===== config.mk =====
export PLATFORM = sky130hd
export DESIGN_NAME = id_ex_operand_stage
export DESIGN_NICKNAME = d
export VERILOG_FILES = /design/src/rtl/id_ex_operand_stage.sv
export SDC_FILE = /design/constraint.sdc
export NUM_CORES = 1
export LEC_CHECK = 0
export ABC_AREA = 1
export BUFFER_PORTS_ARGS = -buffer_cell sky130_fd_sc_hd__clkbuf_2
export CAP_MARGIN = 15
export CORE_UTILIZATION = 49
export CTS_CLUSTER_SIZE = 40
export DETAILED_ROUTE_END_ITERATION = 12
export GPL_ROUTABILITY_DRIVEN = 0
export PLACE_DENSITY = 0.81
export SYNTH_ARGS = -nofsm -noshare
export SYNTH_HDL_FRONTEND = slang
export SYNTH_SLANG_ARGS = --single-unit

===== constraint.sdc =====
create_clock -name clk -period 1.6 [get_ports clk]
set_input_delay 0.16 -clock clk [delete_from_list [all_inputs] [get_ports clk]]
set_output_delay 0.16 -clock clk [all_outputs]
set_load 0.05 [all_outputs]

===== src/rtl/id_ex_operand_stage.sv =====
// ID/EX operand stage for the 32-bit pipelined core.
// Registers the decoded instruction fields and turns ALUOp/funct into the
// 4-bit ALU control code. EX/MEM and MEM/WB results are then forwarded
// onto the registered operands, so a, b and ALUControl can drive alu32bit
// directly. The hazard unit can hold the stage (stall) or insert a bubble
// (flush).
module id_ex_operand_stage #(
    parameter int WIDTH = 32,
    parameter int RADDR = 5
) (
    input  logic             clk,
    input  logic             reset,
    input  logic             stall,
    input  logic             flush,
    input  logic             id_valid,
    input  logic [WIDTH-1:0] id_rs_data,
    input  logic [WIDTH-1:0] id_rt_data,
    input  logic [WIDTH-1:0] id_imm,
    input  logic [RADDR-1:0] id_rs,
    input  logic [RADDR-1:0] id_rt,
    input  logic [RADDR-1:0] id_rd,
    input  logic [1:0]       id_alu_op,
    input  logic [5:0]       id_funct,
    input  logic             id_alu_src,
    input  logic             id_reg_dst,
    input  logic             id_reg_write,
    input  logic             id_mem_read,
    input  logic             id_mem_write,
    input  logic             id_mem_to_reg,
    input  logic             exmem_reg_write,
    input  logic [RADDR-1:0] exmem_rd,
    input  logic [WIDTH-1:0] exmem_result,
    input  logic             memwb_reg_write,
    input  logic [RADDR-1:0] memwb_rd,
    input  logic [WIDTH-1:0] memwb_result,
    output logic [WIDTH-1:0] a,
    output logic [WIDTH-1:0] b,
    output logic [3:0]       ALUControl,
    output logic [WIDTH-1:0] ex_store_data,
    output logic [RADDR-1:0] ex_dest,
    output logic             ex_valid,
    output logic             ex_illegal,
    output logic             ex_reg_write,
    output logic             ex_mem_read,
    output logic             ex_mem_write,
    output logic             ex_mem_to_reg
);

    localparam logic [3:0] ALU_AND = 4'b0000;
    localparam logic [3:0] ALU_OR  = 4'b0001;
    localparam logic [3:0] ALU_ADD = 4'b0010;
    localparam logic [3:0] ALU_SUB = 4'b0110;
    localparam logic [3:0] ALU_SLT = 4'b0111;
    localparam logic [3:0] ALU_BAD = 4'b1111;

    // Returns {illegal, alu_control}. Only R-type can be illegal.
    function automatic logic [4:0] alu_decode(input logic [1:0] op, input logic [5:0] fn);
        logic [4:0] r;
        r = {1'b0, ALU_ADD};
        case (op)
            2'b00: r = {1'b0, ALU_ADD};
            2'b01: r = {1'b0, ALU_SUB};
            2'b11: r = {1'b0, ALU_AND};
            default: begin
                case (fn)
                    6'b100000: r = {1'b0, ALU_ADD};
                    6'b100010: r = {1'b0, ALU_SUB};
                    6'b100100: r = {1'b0, ALU_AND};
                    6'b100101: r = {1'b0, ALU_OR};
                    6'b101010: r = {1'b0, ALU_SLT};
                    default:   r = {1'b1, ALU_BAD};
                endcase
            end
        endcase
        return r;
    endfunction

    // EX/MEM has the younger result, so it is checked before MEM/WB.
    // Register 0 is hard-wired and never forwarded.
    function automatic logic [WIDTH-1:0] forward_operand(
        input logic [RADDR-1:0] addr,
        input logic [WIDTH-1:0] rf_data,
        input logic             near_we,
        input logic [RADDR-1:0] near_rd,
        input logic [WIDTH-1:0] near_data,
        input logic             far_we,
        input logic [RADDR-1:0] far_rd,
        input logic [WIDTH-1:0] far_data
    );
        logic [WIDTH-1:0] r;
        r = rf_data;
        if (addr != '0) begin
            if (near_we && (near_rd == addr)) begin
                r = near_data;
            end else if (far_we && (far_rd == addr)) begin
                r = far_data;
            end
        end
        return r;
    endfunction

    // ---- ID: decode ahead of the stage register ----
    logic [4:0] id_decode;
    logic       id_bad;

    assign id_decode = alu_decode(id_alu_op, id_funct);
    assign id_bad    = id_decode[4];

    // ---- ID -> EX stage register (_p1) ----
    logic             vld_p1;
    logic             illegal_p1;
    logic [3:0]       alu_ctrl_p1;
    logic             reg_write_p1;
    logic             mem_read_p1;
    logic             mem_write_p1;
    logic             mem_to_reg_p1;
    logic             alu_src_p1;
    logic             reg_dst_p1;
    logic [WIDTH-1:0] rs_data_p1;
    logic [WIDTH-1:0] rt_data_p1;
    logic [WIDTH-1:0] imm_p1;
    logic [RADDR-1:0] rs_p1;
    logic [RADDR-1:0] rt_p1;
    logic [RADDR-1:0] rd_p1;

    // Control fields: reset, flush and an invalid ID slot all produce a bubble.
    always_ff @(posedge clk) begin
        if (reset || flush) begin
            vld_p1        <= 1'b0;
            illegal_p1    <= 1'b0;
            alu_ctrl_p1   <= ALU_AND;
            reg_write_p1  <= 1'b0;
            mem_read_p1   <= 1'b0;
            mem_write_p1  <= 1'b0;
            mem_to_reg_p1 <= 1'b0;
            alu_src_p1    <= 1'b0;
            reg_dst_p1    <= 1'b0;
        end else if (!stall) begin
            if (id_valid) begin
                vld_p1        <= 1'b1;
                illegal_p1    <= id_bad;
                alu_ctrl_p1   <= id_decode[3:0];
                reg_write_p1  <= id_reg_write && !id_bad;
                mem_read_p1   <= id_mem_read;
                mem_write_p1  <= id_mem_write;
                mem_to_reg_p1 <= id_mem_to_reg;
                alu_src_p1    <= id_alu_src;
                reg_dst_p1    <= id_reg_dst;
            end else begin
                vld_p1        <= 1'b0;
                illegal_p1    <= 1'b0;
                alu_ctrl_p1   <= ALU_AND;
                reg_write_p1  <= 1'b0;
                mem_read_p1   <= 1'b0;
                mem_write_p1  <= 1'b0;
                mem_to_reg_p1 <= 1'b0;
                alu_src_p1    <= 1'b0;
                reg_dst_p1    <= 1'b0;
            end
        end
    end

    // Operand and address fields: cleared on reset, frozen on stall and flush.
    always_ff @(posedge clk) begin
        if (reset) begin
            rs_data_p1 <= '0;
            rt_data_p1 <= '0;
            imm_p1     <= '0;
            rs_p1      <= '0;
            rt_p1      <= '0;
            rd_p1      <= '0;
        end else if (!flush && !stall) begin
            rs_data_p1 <= id_rs_data;
            rt_data_p1 <= id_rt_data;
            imm_p1     <= id_imm;
            rs_p1      <= id_rs;
            rt_p1      <= id_rt;
            rd_p1      <= id_rd;
        end
    end

    // ---- EX: forwarding and operand muxes on the registered fields ----
    logic [WIDTH-1:0] fwd_rs;
    logic [WIDTH-1:0] fwd_rt;

    assign fwd_rs = forward_operand(rs_p1, rs_data_p1,
                                    exmem_reg_write, exmem_rd, exmem_result,
                                    memwb_reg_write, memwb_rd, memwb_result);
    assign fwd_rt = forward_operand(rt_p1, rt_data_p1,
                                    exmem_reg_write, exmem_rd, exmem_result,
                                    memwb_reg_write, memwb_rd, memwb_result);

    assign a             = fwd_rs;
    assign b             = alu_src_p1 ? imm_p1 : fwd_rt;
    assign ex_store_data = fwd_rt;
    assign ex_dest       = reg_dst_p1 ? rd_p1 : rt_p1;

    assign ALUControl    = alu_ctrl_p1;
    assign ex_valid      = vld_p1;
    assign ex_illegal    = illegal_p1;
    assign ex_reg_write  = reg_write_p1;
    assign ex_mem_read   = mem_read_p1;
    assign ex_mem_write  = mem_write_p1;
    assign ex_mem_to_reg = mem_to_reg_p1;

endmodule


==> results.json, run 1 <==
{
  "outcome": "stopped before the end",
  "haltStage": "global routing",
  "tool.error": "[ERROR GRT-0232] Routing congestion too high. Check the congestion heatmap in the GUI.",
  "seq_area_frac_synth_pct": 31.7,
  "synth_top_area_share_pct": 31.7,
  "synth_nets": 1528,
  "synth_commonest_cells": "nor2_1 (326), nand2_1 (261), dfxtp_1 (122), inv_1 (121), o21ai_0 (118)",
  "clkSinkCount": 122,
  "synth_flop_cell": "dfxtp_1",
  "yosysUniqueCellTypes": 27,
  "yosys_warnings": 0,
  "port_buffers": 316,
  "synth_area_leaders": "dfxtp_1 (32%), nor2_1 (16%), nand2_1 (13%)",
  "synth_most_common_cell": "nor2_1",
  "clk_path_buf_depth": 2,
  "pin_count": 317,
  "synth_cells": 1322,
  "async_reset_ff_share_pct": 0,
  "die_h_um": 127,
  "avgSynthCellArea_um2": 5.83,
  "placement_rows": 45,
  "place_hpwl_um": 20900,
  "grt.total_usage_pct": 73.7,
  "ys_ff_latch": 122,
  "place_inst": 1828,
  "root_buffer": "clkbuf_16",
  "htree_num_levels": 4,
  "grt_overflow_total": 92,
  "syn_area_mm2": 0.00771,
  "synth_top_area_cell": "dfxtp_1",
  "numCtsBuffers": 17,
  "placed_cell_area_mm2": 0.0108,
  "synth_edf_count": 0,
  "start_util_pct": 50.5,
  "grt_max_degree": 86,
  "die_w_um": 127,
  "post-place-ws_ns": -0.374
}
-- metal layers --
layer / GRT usage (%) / GRT overflow
met1: 74.2 / 0
met2: 94.9 / 62
met3: 53.8 / 0
met4: 75.6 / 29
met5: 2.79 / 1
-- metrics by stage --
step	TNS, ns	hold WS [ns]
after floorplan	-0.720	0.295
after global placement	-23.20	0.381
after detailed placement	-26.55	0.385
after CTS	-59.28	0.000217
-- logic make-up after synthesis --
family          synth area share (%)
buf+inv                         12.0
compound gates                  14.0
simple gates                    42.4
flops                           31.7
-- timing repair --
action | 4_1_cts
setup buffers | 12
cloned | 8
hold buffers | 69
pin swaps | 41
gates resized for setup | 307
endpoints found under the setup margin | 99
endpoints found under the hold margin | 69
==> run 2: changes to the inputs <==
Settings changed: CORE_UTILIZATION 49 to 40, CTS_CLUSTER_SIZE 40 to not set, PLACE_DENSITY 0.81 to not set, PLACE_DENSITY_LB_ADDON set to 0.15.
==> run 2 against run 1 <==
The flow now finishes, with violations (setup timing). Synthesized area did not move. Synthesized cell count did not move.
==> results.json, run 2 <==
{
  "cts_tree": "done",
  "critPathRequiredTime_ns": 1.44,
  "yosys_warnings": 0,
  "synth_most_common_cell": "nor2_1",
  "finalSetupTns_ns": -69.09,
  "syn2layout_area_growth_pct": 94.0,
  "yosysUniqueCellTypes": 27,
  "swShare_pct": 36.8,
  "antenna_found_initial": 1,
  "synth_commonest_cells": "nor2_1 (326), nand2_1 (261), dfxtp_1 (122), inv_1 (121), o21ai_0 (118)",
  "final.setup.worst_slack_ns": -0.796,
  "numCtsBuffers": 17,
  "power_density_mw_per_mm2": 804,
  "antenna_left": 0,
  "p_seq_share_pct": 27.9,
  "synth_top_area_cell": "dfxtp_1",
  "synth_nets": 1528,
  "path_class": "reg2out",
  "hold_class": "in2reg",
  "whs_path_depth": 3,
  "clk_path_buf_depth": 2,
  "drv_cap": 0,
  "final_layout_size_suffix_gt1_share_pct": 48.3,
  "n_fill_cell": 1208,
  "multi_input_area_mm2": 0.00590,
  "htree_num_levels": 4,
  "power.leakage_nw": 7.10,
  "arrival_ns": 2.24,
  "synth_area_leaders": "dfxtp_1 (32%), nor2_1 (16%), nand2_1 (13%)",
  "port_buffers": 316,
  "critPathLaunchType": "register",
  "final_cell_mix": "clkbuf_2 (215), nor2_1 (209), nand2_1 (171)",
  "ys_ff_latch": 122,
  "pin_count": 317,
  "hold_viol_final": 0,
  "initialDrtViolationCount": 788,
  "worst_slew_pin_slew_ns": 0.444,
  "maxSlewViolCount": 0,
  "start_util_pct": 41.1,
  "violations": "setup timing",
  "route.detailed.drc": 0,
  "synth_flop_cell": "dfxtp_1",
  "synth_edf_count": 0,
  "period_share_pct": 150,
  "finalCriticalPeriod_ns": 2.40,
  "fmaxAchievable_mhz": 417,
  "regArea_mm2": 0.00246,
  "root_buffer": "clkbuf_16",
  "layout_commonest_cell": "clkbuf_2",
  "grt_pass1_wl_um": 52800,
  "async_reset_ff_share_pct": 0,
  "crit_path_end_kind": "output port",
  "die_w_um": 141,
  "clk_latency_ns": 0.43,
  "clock_power_share_pct": 32.9,
  "syn_area_mm2": 0.00771,
  "r2r_cells": 3,
  "drt_pass1_iterations": 6,
  "design.die.area_mm2": 0.0198,
  "path_clk_slew_ns": 0.06,
  "die_h_um": 141,
  "skew_ns": 0,
  "placement_rows": 50,
  "synth_cells": 1322,
  "p_int_mw": 7.60,
  "nets": 1958,
  "combPwrFrac_pct": 39.3,
  "final-setup-viol-count": 96,
  "grt.total_usage_pct": 34.1,
  "fp.coreArea_mm2": 0.0188,
  "grt_overflow_total": 0,
  "routedWlPerCell_um": 18.5,
  "grt_max_degree": 112,
  "reg_top3": "imm_p1 x32, rs_data_p1 x32, rt_data_p1 x32",
  "vdd.ir_drop.worst_mv": 0.773,
  "synth_top_area_share_pct": 31.7,
  "place_hpwl_um": 21500,
  "vias_per_cell": 5.39,
  "vias": 10800,
  "avgSynthCellArea_um2": 5.83,
  "cp_max_fo": 6,
  "power.switching_mw": 4.42,
  "seq_area_frac_synth_pct": 31.7,
  "finalWirelength_um": 37100,
  "max-slew-margin-rel_pct": 70.4,
  "post-place-ws_ns": -0.370,
  "clkSinkCount": 122,
  "first_global_vias": 10200,
  "outcome": "complete, but fails checks",
  "rsz0062_at_grt": "true"
}
## run 2: cell counts after synthesis
Identical to the previous run, type by type.
## run 2: path summary, 6_finish.rpt
kind / startpoint / endpoint / slack (ns)
max: rt_p1[3] / ex_store_data[19] / -0.80
min: id_rs_data[8] / rs_data_p1[8] / 0.004
max reg2reg: alu_src_p1 / alu_src_p1 / 0.38
min reg2reg: rt_data_p1[14] / rt_data_p1[14] / 0.45
## run 2: power groups by stage
stage	clock, mW	sequential (mW)	combinational (mW)
after floorplan	0	3.38	2.11
after global placement	0	3.38	3.42
after detailed placement	0	3.38	3.44
after CTS	3.97	3.33	4.24
after global routing	4.10	3.36	4.95
final	3.95	3.35	4.72
## run 2: kinds of logic after synthesis
family	Yosys count	synth area share, %
compound gates	212	14.0
buf+inv	220	12.0
flops	122	31.7
simple gates	768	42.4
## run 2: cell type report
| type | count | area share [%] |
|---|---|---|
| Inverter | 131 | 3.37 |
| Multi-Input combinational cell | 981 | 39.5 |
| Antenna cell | 1 | 0.0167 |
| Clock inverter | 13 | 0.963 |
| Timing Repair Buffer | 499 | 34.8 |
| Sequential cell | 122 | 16.4 |
| Clock buffer | 19 | 2.96 |
| Tap cell | 234 | 1.96 |
## run 2: per-layer routing
layer	share of wire, %	GRT usage [%]
met1	38	40.7
met4	4.8	15.5
met2	49	57.9
met3	8.2	8.39
met5	0	0
## run 2: stage by stage
stage	util, %	instances	power, mW	hold slack [ns]	instance area, um2
4_1_cts	74.4	1984	11.5	0.000792	14000
5_1_grt	79.6	2000	12.4	0.0129	14900
2_1_floorplan	-	1322	5.49	0.295	8110
3_3_place_gp	57.8	1850	6.80	0.381	10800
3_5_place_dp	57.8	1850	6.82	0.385	10800
6_report	79.6	2000	12.0	0.00438	14900
## run 2: timing repair
item / CTS / global route
gates cloned: 14 / 10
hold endpoints to repair: 72 / 0
endpoints found under the setup margin: 101 / 101
pin swaps: 65 / 77
buffers inserted: 18 / 8
hold buffers: 72 / 0
gates resized for setup: 326 / 221
## run 2: worst max-delay path, stage by stage (launching register included)
cell	delay, ns
dfxtp_2	0.35
inv_2	0.04
nand2_1	0.07
nand2_1	0.09
nor2_2	0.17
nand3_4	0.16
buf_12	0.19
buf_16	0.14
buf_6	0.11
nor2_4	0.06
nor2_1	0.04
nand2_1	0.09
and2_4	0.17
buf_12	0.13
(Power assumes the default switching activity.)
